### config.mk
export PLATFORM = sky130hd
export DESIGN_NAME = avalon_slave_regfile
export DESIGN_NICKNAME = d
export VERILOG_FILES = /design/src/rtl/avalon_slave_regfile.sv
export SDC_FILE = /design/constraint.sdc
export NUM_CORES = 1
export LEC_CHECK = 0
export CAP_MARGIN = 20
export CORE_AREA = 4 4 231 233
export DETAILED_ROUTE_END_ITERATION = 12
export DIE_AREA = 0 0 235 237
export PLACE_DENSITY = 0.55
export SLEW_MARGIN = 15
export SYNTH_ARGS = -nofsm -noshare
export SYNTH_HDL_FRONTEND = slang
export SYNTH_SLANG_ARGS = --single-unit
### constraint.sdc
create_clock -name iClk -period 3.5 [get_ports iClk]
set_input_delay 0.525 -clock iClk [delete_from_list [all_inputs] [get_ports iClk]]
set_output_delay 0.525 -clock iClk [all_outputs]
set_load 0.1 [all_outputs]
### src/rtl/avalon_slave_regfile.sv
// Avalon-MM slave register file with byte-enable writes and a programmable
// wait-state handshake. Registers flagged in RO_MASK return the matching
// iStatus slice on read and ignore writes. Out-of-range reads return DEFAULT_RDATA.
// Optional feature macro: AVS_REGFILE_IRQ_EN adds an IRQ_PENDING word at index
// NUM_REGS (rising-edge set, write-1-to-clear), an IRQ_ENABLE word at index
// NUM_REGS+1, the iIrqSrc input and the ins_irq output.
module avalon_slave_regfile #(
   parameter int unsigned         DATA_WIDTH    = 32,
   parameter int unsigned         NUM_REGS      = 8,
   parameter int unsigned         ADDR_WIDTH    = 11,
   parameter int unsigned         WAIT_STATES   = 1,
   parameter logic [NUM_REGS-1:0] RO_MASK       = {NUM_REGS{1'b0}},
   parameter logic [63:0]         DEFAULT_RDATA = 64'h0000_0000_DEAD_BEEF
) (
   input  logic                           iClk,
   input  logic                           nReset,
   input  logic [ADDR_WIDTH-1:0]          avs_address,
   input  logic [DATA_WIDTH/8-1:0]        avs_byteenable,
   input  logic                           avs_read,
   input  logic                           avs_write,
   input  logic [DATA_WIDTH-1:0]          avs_writedata,
   output logic [DATA_WIDTH-1:0]          avs_readdata,
   output logic                           avs_waitrequest,
   output logic [NUM_REGS*DATA_WIDTH-1:0] oRegs,
   output logic [NUM_REGS-1:0]            oWrStrobe,
`ifdef AVS_REGFILE_IRQ_EN
   input  logic [DATA_WIDTH-1:0]          iIrqSrc,
   output logic                           ins_irq,
`endif
   input  logic [NUM_REGS*DATA_WIDTH-1:0] iStatus
);

   localparam int unsigned NUM_LANES = DATA_WIDTH / 8;
   localparam int unsigned WORD_LSB  = $clog2(NUM_LANES);
   localparam logic [3:0]  WS_LAST   = (WAIT_STATES > 32'd0) ? 4'(WAIT_STATES - 32'd1) : 4'd0;

   typedef enum logic [1:0] {
      ST_IDLE = 2'd0,
      ST_WAIT = 2'd1,
      ST_ACK  = 2'd2
   } state_t;

   state_t                  state_r;
   state_t                  state_s;
   logic [3:0]              cnt_r;
   logic [3:0]              cnt_s;
   logic                    req_s;
   logic [31:0]             idx_s;
   logic                    commit_wr_s;
   logic                    load_rd_s;
   logic                    be_any_s;
   logic [NUM_REGS-1:0]     reg_hit_s;
   logic [NUM_REGS-1:0]     wr_en_s;
   logic [DATA_WIDTH-1:0]   rd_val_s;
   logic [DATA_WIDTH-1:0]   regs_r [NUM_REGS];
   logic [NUM_REGS-1:0]     wr_strobe_r;
   logic [DATA_WIDTH-1:0]   readdata_r;

   // Expands byte enables into a per-bit mask.
   function automatic logic [DATA_WIDTH-1:0] lane_mask(input logic [NUM_LANES-1:0] be);
      logic [DATA_WIDTH-1:0] m;
      m = {DATA_WIDTH{1'b0}};
      for (int b = 0; b < NUM_LANES; b++) begin
         m[8*b +: 8] = {8{be[b]}};
      end
      return m;
   endfunction

   // Byte-lane merge: enabled lanes take new data, others keep the old value.
   function automatic logic [DATA_WIDTH-1:0] merge_lanes(input logic [DATA_WIDTH-1:0] old_v,
                                                         input logic [DATA_WIDTH-1:0] new_v,
                                                         input logic [NUM_LANES-1:0] be);
      logic [DATA_WIDTH-1:0] m;
      m = lane_mask(be);
      return (old_v & ~m) | (new_v & m);
   endfunction

   assign req_s           = avs_read | avs_write;
   assign idx_s           = 32'(avs_address[ADDR_WIDTH-1:WORD_LSB]);
   assign avs_waitrequest = req_s & (state_r != ST_ACK);
   assign commit_wr_s     = (state_r == ST_ACK) & avs_write;
   assign load_rd_s       = (state_s == ST_ACK) & (state_r != ST_ACK) & avs_read & ~avs_write;
   assign be_any_s        = |avs_byteenable;
   assign avs_readdata    = readdata_r;
   assign oWrStrobe       = wr_strobe_r;

   genvar g;
   generate
      for (g = 0; g < NUM_REGS; g++) begin : g_oregs
         assign oRegs[g*DATA_WIDTH +: DATA_WIDTH] = regs_r[g];
      end
   endgenerate

   // FSM state and wait counter registers.
   always_ff @(posedge iClk or negedge nReset) begin
      if (!nReset) begin
         state_r <= ST_IDLE;
         cnt_r   <= 4'd0;
      end else begin
         state_r <= state_s;
         cnt_r   <= cnt_s;
      end
   end

   // Next-state logic: IDLE -> WAIT/ACK on request, WAIT counts, ACK always returns to IDLE.
   always_comb begin
      state_s = state_r;
      cnt_s   = cnt_r;
      case (state_r)
         ST_IDLE: begin
            cnt_s = 4'd0;
            if (!req_s) begin
               state_s = ST_IDLE;
            end else if (WAIT_STATES == 32'd0) begin
               state_s = ST_ACK;
            end else begin
               state_s = ST_WAIT;
            end
         end
         ST_WAIT: begin
            if (!req_s) begin
               state_s = ST_IDLE;
               cnt_s   = 4'd0;
            end else if (cnt_r == WS_LAST) begin
               state_s = ST_ACK;
               cnt_s   = 4'd0;
            end else begin
               state_s = ST_WAIT;
               cnt_s   = cnt_r + 4'd1;
            end
         end
         ST_ACK: begin
            state_s = ST_IDLE;
            cnt_s   = 4'd0;
         end
         default: begin
            state_s = ST_IDLE;
            cnt_s   = 4'd0;
         end
      endcase
   end

   // Decode word index into register hits and qualified write enables.
   always_comb begin
      reg_hit_s = {NUM_REGS{1'b0}};
      wr_en_s   = {NUM_REGS{1'b0}};
      for (int i = 0; i < NUM_REGS; i++) begin
         reg_hit_s[i] = (idx_s == 32'(i));
         wr_en_s[i]   = commit_wr_s & reg_hit_s[i] & ~RO_MASK[i] & be_any_s;
      end
   end

`ifdef AVS_REGFILE_IRQ_EN
   logic [DATA_WIDTH-1:0] irq_src_d_r;
   logic [DATA_WIDTH-1:0] irq_pend_r;
   logic [DATA_WIDTH-1:0] irq_en_r;
   logic [DATA_WIDTH-1:0] irq_pend_s;
   logic [DATA_WIDTH-1:0] irq_en_s;
   logic                  irq_r;

   // IRQ next values: clear by write-1 on enabled lanes, then rising-edge set wins.
   always_comb begin
      irq_pend_s = irq_pend_r;
      irq_en_s   = irq_en_r;
      if (commit_wr_s && (idx_s == NUM_REGS)) begin
         irq_pend_s = irq_pend_r & ~(avs_writedata & lane_mask(avs_byteenable));
      end else begin
         irq_pend_s = irq_pend_r;
      end
      irq_pend_s = irq_pend_s | (iIrqSrc & ~irq_src_d_r);
      if (commit_wr_s && (idx_s == NUM_REGS + 32'd1)) begin
         irq_en_s = merge_lanes(irq_en_r, avs_writedata, avs_byteenable);
      end else begin
         irq_en_s = irq_en_r;
      end
   end

   // IRQ state registers and registered interrupt output.
   always_ff @(posedge iClk or negedge nReset) begin
      if (!nReset) begin
         irq_src_d_r <= {DATA_WIDTH{1'b0}};
         irq_pend_r  <= {DATA_WIDTH{1'b0}};
         irq_en_r    <= {DATA_WIDTH{1'b0}};
         irq_r       <= 1'b0;
      end else begin
         irq_src_d_r <= iIrqSrc;
         irq_pend_r  <= irq_pend_s;
         irq_en_r    <= irq_en_s;
         irq_r       <= |(irq_pend_s & irq_en_s);
      end
   end

   assign ins_irq = irq_r;
`endif

   // Read mux: register, status slice for read-only words, IRQ words, else default.
   always_comb begin
      rd_val_s = DEFAULT_RDATA[DATA_WIDTH-1:0];
      for (int i = 0; i < NUM_REGS; i++) begin
         rd_val_s = reg_hit_s[i] ? (RO_MASK[i] ? iStatus[i*DATA_WIDTH +: DATA_WIDTH] : regs_r[i])
                                 : rd_val_s;
      end
`ifdef AVS_REGFILE_IRQ_EN
      rd_val_s = (idx_s == NUM_REGS)          ? irq_pend_r : rd_val_s;
      rd_val_s = (idx_s == NUM_REGS + 32'd1)  ? irq_en_r   : rd_val_s;
`endif
   end

   // Register storage: byte-lane merge on committed writes to writable words.
   always_ff @(posedge iClk or negedge nReset) begin
      if (!nReset) begin
         for (int i = 0; i < NUM_REGS; i++) begin
            regs_r[i] <= {DATA_WIDTH{1'b0}};
         end
      end else begin
         for (int i = 0; i < NUM_REGS; i++) begin
            if (wr_en_s[i]) begin
               regs_r[i] <= merge_lanes(regs_r[i], avs_writedata, avs_byteenable);
            end else begin
               regs_r[i] <= regs_r[i];
            end
         end
      end
   end

   // Write strobes pulse for the cycle after commit; read data is valid only during ACK.
   always_ff @(posedge iClk or negedge nReset) begin
      if (!nReset) begin
         wr_strobe_r <= {NUM_REGS{1'b0}};
         readdata_r  <= {DATA_WIDTH{1'b0}};
      end else begin
         wr_strobe_r <= wr_en_s;
         readdata_r  <= load_rd_s ? rd_val_s : {DATA_WIDTH{1'b0}};
      end
   end

endmodule

# == Word-level counts from Yosys, hierarchy flattened ==
# Index checks and enable logic that the tools add are counted.
# W data, S select, Z words.
# word_totals
register_bits,302
wordCells,85
# op_classes
bitwise_logic,41
reduce_logical,4
n_mux,16
n_addsub,1
n_eq_ne,11
# op_table
op,count
$and A32 B32 Y32,9
$mux W32,9
$or A32 B32 Y32,8
$eq A9 B3 Y1 const B,4
$logic_not A32 Y1,1
$not A32 Y32,1
$and A1 B1 Y1,21
$eq A9 B2 Y1 const B,2
$mux W4,3
$eq A9 B1 Y1 const B,1
$add A4 B1 Y4 const B,1
$eq A2 B2 Y1 const B,2
$logic_not A4 Y1,1
$mux W2,2
$pmux W2 S2,1
$reduce_or A4 Y1,1
$eq A2 B1 Y1 const B,1
$logic_not A2 Y1,1
$ne A2 B2 Y1 const B,1
$mux W1,1
$not A1 Y1,1
$or A1 B1 Y1,1

# == Depth between registers and ports, before layout ==
# depth
depth_word,10
depth_mapped,7

# == Worst setup path after synthesis ==
# Ideal clock, no wire load.
# synth_path
path_kind,input port to output port
from,in avs_read
to,out avs_waitrequest
cell_stages,2
required_time_ns,2.975
path_slack_ns,0.938
arrival_time_ns,2.037
path_buffers,0
path_cell_list,nor2_1 -> a21oi_1
# synth_between
elab_chain_len,2
# synth_rtl
item,line_no,rtl
start: declaration,19,"input logic avs_read,"
$or A1 B1 Y1,78,assign req_s = avs_read | avs_write;
$and A1 B1 Y1,80,assign avs_waitrequest = req_s & (state_r != ST_ACK);
end: declaration,23,"output logic avs_waitrequest,"
# No other way between the ends.

==> metrics.txt <==
root buffer cell clkbuf_16; area of the multi-input gates 5600 um^2; power density of the placed cells 440 nW/um^2; clock power share 44.8%; Fin Clk Skew 0.0112 ns; TNS Setup 0 ns; GRT Util Overall 18.9%; H-tree Lvls 2; row cnt just over 80; post-synthesis adder-cell area fraction less than 1%; Worst slew margin a little over a quarter; Clk pin slew, worst setup/hold paths 0.05 ns; Core Util, Final 37.3%; Max Cap Viol 0; post-synthesis mux area share 24.1%; internal power 0.00604 W; first-pass GRT wire length about 79000 um; simple logic cell fraction of the synthesized area 6.75%; WL/cell 25.7 um; actual slew at the worst max-slew pin 1.09 ns; Detail Route Antenna Nets 0; grt ovf 0; Synth Area in Compound Gates 10.3%; final hold vios 0; Final HPWL DP 38000 um; hold buffers post-CTS 1; DR vias/cell 4.96; Die ar. 55700 um^2; Finished Cell Area 19100 um^2; Hold Crit Class reg -> reg; DRC errors left 0; CP cell instances clkdlybuf4s50_1 -> or4_1 -> nor3_2 -> buf_4 -> and3_1 -> nand2_1 -> mux2_2; CP required 3.92 ns; RePlAce Congestion 0.818; fmax approximately 360 MHz; cell count after synthesis 1019; Net Sw Frac 28.0%; Worst Path Buf+Inv 2; die height 237 um; Final Max Tran Viols 0; number of flops mapped to enable cells by yosys 0; vias post-DR 10410; DR iter-0 viols roughly 480; Mapped Area 13400 um^2; static leakage 8.73 nW; Setup Buffers After CTS 0; Worst setup EP type flip-flop; FFs w/ async S/R, synth 100%; number of global-route vias before repair ~11000; Filler cells 4998; crit share post-route 78.6%; Max VDD drop 0.000277 V; warnings from Yosys 0; IO Port Bufs 345; I/O pin cnt 604; CTS tree yes; synthesis-to-finish area growth 42.4%; post-synthesis sequential area ratio a little under three fifths; crit-path max cell delay 0.64 ns; total core area 51200 um^2; CTS buffer count 37; startpoint types input port; layout cell share with drive strength beyond 1 30.4%; clock buffer depth 3; Tmin final 2.75 ns; Design Power 0.00839 W; Psw between 0.002 and 0.0025 W; largest family of logic cells by synthesized area multiplexers; Initial Util 26.2%; #FFs+latches synth just over 300; synthesized area per cell about 13 um^2; clock latency at the later pin of the worst-skew pair 0.55 ns; Post-Synth XOR/XNOR Area less than 1%; Distinct cells, synth 37; critical path fanouts, max 12; largest net degree at the start of global routing 80; critical path class in -> reg; initial antenna violation count 6; drt total wl around 54000 um; Comb pwr share 12.4%; Most used DFF post-synth dfrtp_1; unrepaired setup endpoints after global routing no; Worst Path Arrival 3.18 ns; NumNets Final 1701; Clock Sinks between 300 and 400; die width 235 um; Seq pwr share 42.8%; post_cts resized 0; Worst path slowest cell or4_1; outcome completed; Syn Nets around 1300; Area after DPL 17900 um^2; 1st-pass router iterations 5; Final Setup Violations 0; Seq. cell area 7560 um^2; CP top delay family simple AND/OR/NAND/NOR gates; Hold Slack 0.485 ns
[cell type report]
type	count	share of cell area, %
antenna	1	0.0131
clock buffer	54	5.72
clock inverter	11	0.479
inverter	5	0.0984
multi-input combinational	651	29.3
sequential	302	39.6
tap	680	4.46
timing repair buffer	395	20.3
[kinds of logic (layout without fill, tap and decap cells)]
logic type	Yosys count	in the layout
AOI/OAI and AO/OA	212	212
xor gates and xnor gates	2	2
other	0	1
muxes	288	288
adders and majority gates	2	2
and+or+nand+nor	147	147
buffers and inverters	66	465
DFF	302	302
[final timing paths]
| check | slack (ns) | cells past startpoint | endpoint | startpoint |
|---|---|---|---|---|
| hold reg to reg | 0.49 | 1 | state_r[0] | state_r[1] |
| hold / removal | 0.49 | 1 | state_r[0] | state_r[1] |
| max in group asynchronous | 2.11 | 3 | avs_readdata[31] | nReset |
| min in group asynchronous | 0.58 | 2 | asynchronous set/reset pin | nReset |
| setup / recovery | 0.75 | 7 | flip-flop | avs_address[10] |
| setup reg to reg | 1.08 | 7 | avs_readdata[31] | cnt_r[0] |
[power groups by stage]
| stage | sequential, W | combinational, W | clock (W) |
|---|---|---|---|
| 2_1_floorplan | 0.00399 | 0.000252 | 0 |
| 3_3_place_gp | 0.00365 | 0.00105 | 0 |
| 3_5_place_dp | 0.00365 | 0.00105 | 0 |
| 4_1_cts | 0.00359 | 0.00105 | 0.00387 |
| 5_1_grt | 0.00359 | 0.00110 | 0.00400 |
| 6_report | 0.00359 | 0.00104 | 0.00376 |
[routing by layer]
metal | up-vias | wire length [um] | GRT usage [%] | share of wire [%]
met5 | - | 61 | 0 | 0.11
met4 | 10 | 1160 | 5.19 | 2.2
met3 | 73 | 5430 | 7.37 | 10
met1 | 5342 | 23700 | 25.4 | 44
met2 | 441 | 23700 | 28.5 | 44
li1 | 4544 | - | - | -
[layout by cell type (no fill, tap or decap), types with 9 or more instances in the layout]
master           Yosys  layout
nand2_2             15      16
clkdlybuf4s50_1      0     331
nor3_1              16      16
buf_4                4      52
nor2b_1             26      26
dfrtp_1            302     302
mux2_2             273     273
a211oi_1            33      33
clkbuf_1            42       9
nor2_1              42      41
o221ai_1            48      48
a21oi_1             49      49
clkbuf_16            0      39
o21ai_0             56      56
[worst register-to-register path: stages, from the launching register on]
cell and delay [ns]:
dfrtp_1 0.42, inv_1 0.08, ha_1 0.13, nor3b_1 0.39, and3_1 0.25, nand3b_1 0.21, buf_4 0.36, a211oi_1 0.43
[through the flow]
stage / cells / setup WS [ns]
final: 2099 / 0.750
after global routing: 2098 / 0.741
after CTS: 2098 / 0.804
after detailed placement: 2032 / 0.226
after global placement: 2032 / 0.268
after floorplan: 1019 / 0.938
[synthesized netlist by cell type, types with 2 or more instances]
cell      number  area (um^2)
nand3_4        3         52.6
buf_1          8         30.0
nand2_1        9         33.8
and3_1         8         50.1
o22ai_1        8         50.1
a211oi_1      33          248
mux2i_1        8         80.1
buf_2          7         35.0
or4_1          2         15.0
nand2b_1       5         31.3
buf_4          4         30.0
nor2_1        42          158
o211ai_1       8         60.1
nand3_2        4         40.0
nor3_1        16         80.1
mux2_1         7         78.8
a21oi_1       49          245
nor2b_1       26          163
clkbuf_1      42          158
nand3_1        4         20.0
o221ai_1      48          420
or3_1          2         12.5
dfrtp_1      302         7560
nor3_4         8          130
ha_1           2         25.0
o32ai_1        8         70.1
o21ai_0       56          280
mux2_2       273         3070
inv_1          5         18.8
nand2_2       15         93.8
No activity file was read; power rests on OpenSTA's default activity.
==> variant 1: new RTL, same flow settings <==
The 3 states of `state_t` get a one-hot encoding in 3 bits.
--- a/src/rtl/avalon_slave_regfile.sv
+++ b/src/rtl/avalon_slave_regfile.sv
@@ -34,10 +34,10 @@
    localparam int unsigned WORD_LSB  = $clog2(NUM_LANES);
    localparam logic [3:0]  WS_LAST   = (WAIT_STATES > 32'd0) ? 4'(WAIT_STATES - 32'd1) : 4'd0;
 
-   typedef enum logic [1:0] {
-      ST_IDLE = 2'd0,
-      ST_WAIT = 2'd1,
-      ST_ACK  = 2'd2
+   typedef enum logic [2:0] {
+      ST_IDLE = 3'b001,
+      ST_WAIT = 3'b010,
+      ST_ACK  = 3'b100
    } state_t;
 
    state_t                  state_r;
Check against the original RTL: same outputs for any inputs over 4 cycles, from zero or initial values and one cycle with nReset low; so few cycles prove little.
==> variant 1 against the unedited design <==
- combinational power fell by 30%
- area after synthesis increased by 2.2%
- clock skew rose by 0.0084 ns
- setup slack improved by 0.055 ns
- routed wire length increased by 2.2%
- count of clock-buffer cells in the layout fell by 3
- final area rose by 1.5%
- clock power up 6.4%
- total power fell by 1.3%
- register-to-register slack worse by 0.04 ns
- sequential cell count rose by 1
- first-iteration DRC count up 29%
- critical path depth shrank 6
- critical path type is now register to output port
==> variant 1: results (changes against the unedited design) <==
• **antenna violations before repair** 1, was 6
• **number of library cell types mapped by synthesis** 48, was 37
• **maximum number of pins on one net before global-route repair** 81, was 80
• **worst slack on hold paths** 0.4568 ns, was 0.4853 ns
• **crit-path leading delay family** buffers and inverters, was simple AND/OR/NAND/NOR gates
• **worst setup slack before clock tree synthesis** 0.3854 ns, was 0.2260 ns
• **critical-path maximum fanout** 4, was 12
• **M3 GR Usage** 7.687%, was 7.372%
• **Commonest cells post-synth** sky130_fd_sc_hd__dfrtp_1, sky130_fd_sc_hd__mux2_2, sky130_fd_sc_hd__mux2i_1, was sky130_fd_sc_hd__dfrtp_1, sky130_fd_sc_hd__mux2_2, sky130_fd_sc_hd__o21ai_0
• **wire length of the first global-routing pass** 79.83 mm, was 78.80 mm
• **proportion of synthesized chip area in sequential cells** 55.37%, was 56.42%
• **met2 WL post-DR** 24.05 mm, was 23.67 mm
• **violation count after the first detailed-route iteration** 614, was 477
• **largest cells by area after synthesis** sky130_fd_sc_hd__dfrtp_1, sky130_fd_sc_hd__mux2_2, sky130_fd_sc_hd__mux2i_1, sky130_fd_sc_hd__nor2_4, sky130_fd_sc_hd__a21oi_1, was sky130_fd_sc_hd__dfrtp_1, sky130_fd_sc_hd__mux2_2, sky130_fd_sc_hd__o221ai_1, sky130_fd_sc_hd__o21ai_0, sky130_fd_sc_hd__a211oi_1
• **Layout Nets** 1704, was 1701
• **estimated wirelength of the detail-placed design** 37.81 mm, was 38.04 mm
• **slack of the worst reg-to-reg path** 1.04 ns, was 1.08 ns
• **overall overflow remaining after global route** 0, unchanged
• **post-route worst setup slack** 0.8043 ns, was 0.7495 ns
• **run status** complete, no violations, unchanged
• **last weighted congestion value of the routability-driven placer** 0.8066, was 0.8179
• **Peak VDD IR** 311.0 µV, was 277.3 µV
• **internal power consumption** 0.006194 W, was 0.006044 W
• **M2 GR Usage** 28.98%, was 28.51%
• **Post-Route WL** 55.25 mm, was 54.04 mm
• **share of total power in the clock network** 48.2%, was 44.8%
• **met1 track demand over resource** 26.06%, was 25.43%
• **vias per std cell** 4.938, was 4.960
• **met1 wire length** 24.68 mm, was 23.71 mm
• **leakage** 8.737 nW, was 8.726 nW
• **peak per-stage delay on the critical path** 1.22 ns, was 0.64 ns
• **fraction of layout instances using a drive strength above 1** 30.23%, was 30.39%
• **total placed instance area** 0.01809 mm², was 0.01788 mm²
• **Hold Path Class** register to register, unchanged
• **overall track demand over capacity in global routing** 19.28%, was 18.91%
• **critical path data arrival time** 2.17 ns, was 3.18 ns
• **highest layer used for signal routing** met4, was met5
• **number of global-route vias before repair** 11000, was 11020
• **met3 routed wirelength** 5.337 mm, was 5.428 mm
• **post-synthesis net count** 1333, was 1328
• **Slew headroom** 26.79%, was 27.01%
• **worst-path cell with the longest stage delay** sky130_fd_sc_hd__clkdlybuf4s50_1, was sky130_fd_sc_hd__or4_1
==> variant 1: cell count changes after synthesis, moves of 20 or more <==
cell	before	now
sky130_fd_sc_hd__nor2_4	0	21
sky130_fd_sc_hd__o21ai_0	56	32
sky130_fd_sc_hd__a211oi_1	33	11
sky130_fd_sc_hd__a22oi_1	0	20
sky130_fd_sc_hd__o221ai_1	48	1
sky130_fd_sc_hd__mux2i_1	8	54
==> variant 1: final cells by class <==
| cell class | count | area, µm² |
|---|---|---|
| clock buffers | 51 | 1121 |
| diodes | 1 | 2.502 |
| inverters | 7 | 26.28 |
| clock inverters | 12 | 146.4 |
| fillers | 4955 | 31830 |
| repair buffers | 382 | 3734 |
| well taps | 680 | 850.8 |
| flip-flops and latches | 303 | 7584 |
| multi-input cells | 664 | 5904 |
==> variant 1: final timing paths <==
path                            startpoint                         end  cells after the start
worst max register to register  state_r[1]                    register                      5
worst min register to register  state_r[2]                  state_r[1]                      1
max in group asynchronous           nReset  asynchronous set/reset pin                      3
worst max-delay path              register                  oRegs[118]                      1
worst min-delay path            state_r[2]                  state_r[1]                      1
min in group asynchronous           nReset  asynchronous set/reset pin                      2
==> variant 1: logic make-up after synthesis <==
family,after synthesis,synth area share (%)
and+or+nand+nor,153,7.172
muxes,336,27.13
buffers and inverters,57,1.681
DFF,303,55.37
adders and majority gates,2,0.1827
AOI/OAI and AO/OA,171,8.332
xor gates and xnor gates,2,0.1279
==> variant 1: metrics by stage <==
step,total power (W),std cells
2_1_floorplan,0.004001,1024
3_3_place_gp,0.004352,2035
3_5_place_dp,0.004358,2035
4_1_cts,0.008407,2099
5_1_grt,0.008601,2100
6_report,0.008285,2100
==> variant 1: repair_timing <==
item                                   CTS  global route
resized for setup                        0             0
hold buffers                             1             0
setup endpoints to repair                0             0
endpoints found under the hold margin   14             0
==> variant 2: new RTL, config.mk and constraints unchanged <==
Made on the original files. The parameter `DEFAULT_RDATA` goes from 64'h0000_0000_DEAD_BEEF to 64'h000000006F56DF77.
--- a/src/rtl/avalon_slave_regfile.sv
+++ b/src/rtl/avalon_slave_regfile.sv
@@ -10,7 +10,7 @@
    parameter int unsigned         ADDR_WIDTH    = 11,
    parameter int unsigned         WAIT_STATES   = 1,
    parameter logic [NUM_REGS-1:0] RO_MASK       = {NUM_REGS{1'b0}},
-   parameter logic [63:0]         DEFAULT_RDATA = 64'h0000_0000_DEAD_BEEF
+   parameter logic [63:0]         DEFAULT_RDATA = 64'h000000006F56DF77
 ) (
    input  logic                           iClk,
    input  logic                           nReset,
Check against the original RTL: not equivalent (a bounded check fails within 4 cycles, from zero or initial values and one cycle with nReset low).
==> variant 2 against the unedited design <==
- sequential cell count stayed put
- final area grew 2.9%
- total power about the same
- setup slack gained 0.088 ns
- first-iteration DRC count is 3.8% lower
- area after synthesis rose by 3.2%
- count of clock-buffer cells in the layout increased by 4
- die area stayed put
- routed wire length is 5.2% lower
==> variant 2: results (changes against the unedited design) <==
• **crit-path leading delay family** buffers and inverters, was simple AND/OR/NAND/NOR gates
• **first-pass iteration count of the detailed router** 4, was 5
• **maximum clock path buffer count** 3, unchanged
• **met1 track demand over resource** 25.16%, was 25.43%
• **worst-path cell with the longest stage delay** sky130_fd_sc_hd__clkdlybuf4s50_1, was sky130_fd_sc_hd__or4_1
• **average wire per standard cell** 23.96 µm, was 25.74 µm
• **violation count after the first detailed-route iteration** 459, was 477
• **Worst Max-Slew Pin Slew** 1.098 ns, was 1.091 ns
• **maximum number of pins on one net before global-route repair** 101, was 80
• **final worst clock skew** 0.01980 ns, was 0.01123 ns
• **post-synthesis instance total** 1031, was 1019
• **critical-path maximum fanout** 3, was 12
• **run status** complete, no violations, unchanged
• **critical path data arrival time** 2.14 ns, was 3.18 ns
• **multi-input combinational area share** 30.28%, was 29.34%
• **Commonest cells post-synth** sky130_fd_sc_hd__dfrtp_1, sky130_fd_sc_hd__mux2_2, sky130_fd_sc_hd__mux2i_1, was sky130_fd_sc_hd__dfrtp_1, sky130_fd_sc_hd__mux2_2, sky130_fd_sc_hd__o21ai_0
• **number of non-clock buffers in the layout** 416, was 395
• **number of library cell types mapped by synthesis** 43, was 37
• **M3 GR Usage** 6.837%, was 7.372%
• **estimated wirelength of the detail-placed design** 36.14 mm, was 38.04 mm
• **number of combinational gates with multiple inputs** 656, was 651
• **Layout Nets** 1740, was 1701
• **proportion of cell area occupied by registers** 38.50%, was 39.61%
• **sink count of the clock tree** 302, unchanged
• **number of global-route vias before repair** 10760, was 11020
• **FILL cells** 4955, was 4998
• **post-synthesis net count** 1340, was 1328
• **ant diodes** 0, was 1
• **last weighted congestion value of the routability-driven placer** 0.8046, was 0.8179
• **number of buffers added by the clock tree synthesis step** 36, was 37
• **leakage** 9.188 nW, was 8.726 nW
• **fraction of layout instances using a drive strength above 1** 31.28%, was 30.39%
• **proportion of synthesized chip area in sequential cells** 54.67%, was 56.42%
• **overall track demand over capacity in global routing** 17.95%, was 18.91%
• **antenna violations before repair** 2, was 6
• **vias per std cell** 4.790, was 4.960
• **Post-Route WL** 51.23 mm, was 54.04 mm
• **Peak VDD IR** 321.7 µV, was 277.3 µV
• **wire length of the first global-routing pass** 75.51 mm, was 78.80 mm
• **Clock Buffer Count** 58, was 54
• **area share of buffers outside the clock network** 20.43%, was 20.28%
• **largest cells by area after synthesis** sky130_fd_sc_hd__dfrtp_1, sky130_fd_sc_hd__mux2_2, sky130_fd_sc_hd__mux2i_1, sky130_fd_sc_hd__nor3_4, sky130_fd_sc_hd__a21oi_1, was sky130_fd_sc_hd__dfrtp_1, sky130_fd_sc_hd__mux2_2, sky130_fd_sc_hd__o221ai_1, sky130_fd_sc_hd__o21ai_0, sky130_fd_sc_hd__a211oi_1
• **Non-clock inverters** 19, was 5
• **peak per-stage delay on the critical path** 1.23 ns, was 0.64 ns
• **M2 GR Usage** 26.72%, was 28.51%
==> variant 2: through the flow <==
| stage | setup WS [ns] | utilization [%] | area, µm² | power (W) |
|---|---|---|---|---|
| global placement | 0.2085 | 35.96 | 18410 | 0.004666 |
| global route | 0.7551 | 38.34 | 19630 | 0.008717 |
| finish | 0.8371 | 38.34 | 19630 | 0.008393 |
| detailed placement | 0.2069 | 35.98 | 18420 | 0.004670 |
| CTS | 0.7881 | 38.34 | 19630 | 0.008532 |
| floorplan | 1.163 | - | 13820 | 0.004244 |
==> variant 2: power by group <==
part	switching [W]	total [W]	internal (W)
registers	0.0000388	0.00359	0.00355
clock network	0.00149	0.00379	0.00231
logic	0.000760	0.00101	0.000252
==> variant 2: layer usage <==
metal  vias up  wire length, µm
met5         -               13
met4         2              665
met3        50             4575
met2       366            22240
met1      5239            23740
li1       4585                -
==> variant 2: cells by family after synthesis <==
| family | count (synthesis) | synth area share (%) |
|---|---|---|
| xor gates and xnor gates | 2 | 0.1267 |
| adders and majority gates | 2 | 0.1810 |
| and+or+nand+nor | 155 | 7.983 |
| buffers and inverters | 73 | 2.417 |
| muxes | 337 | 27.02 |
| AOI/OAI and AO/OA | 160 | 7.603 |
| DFF | 302 | 54.67 |
==> variant 2: path summary, 6_finish.rpt <==
check,start,end,slack (ns),depth (start not counted)
worst max-delay path,register,oRegs[135],0.84,1
worst min register to register,cnt_r[0],cnt_r[0],0.50,1
max in group asynchronous,nReset,asynchronous set/reset pin,1.93,3
worst min-delay path,cnt_r[0],cnt_r[0],0.50,1
worst max register to register,cnt_r[0],avs_readdata[3],0.89,7
min in group asynchronous,nReset,avs_readdata[10],0.54,2
==> variant 2: timing repair <==
action,in CTS,in global routing
endpoints found under the setup margin,0,0
hold buffers,1,0
endpoints found under the hold margin,26,0
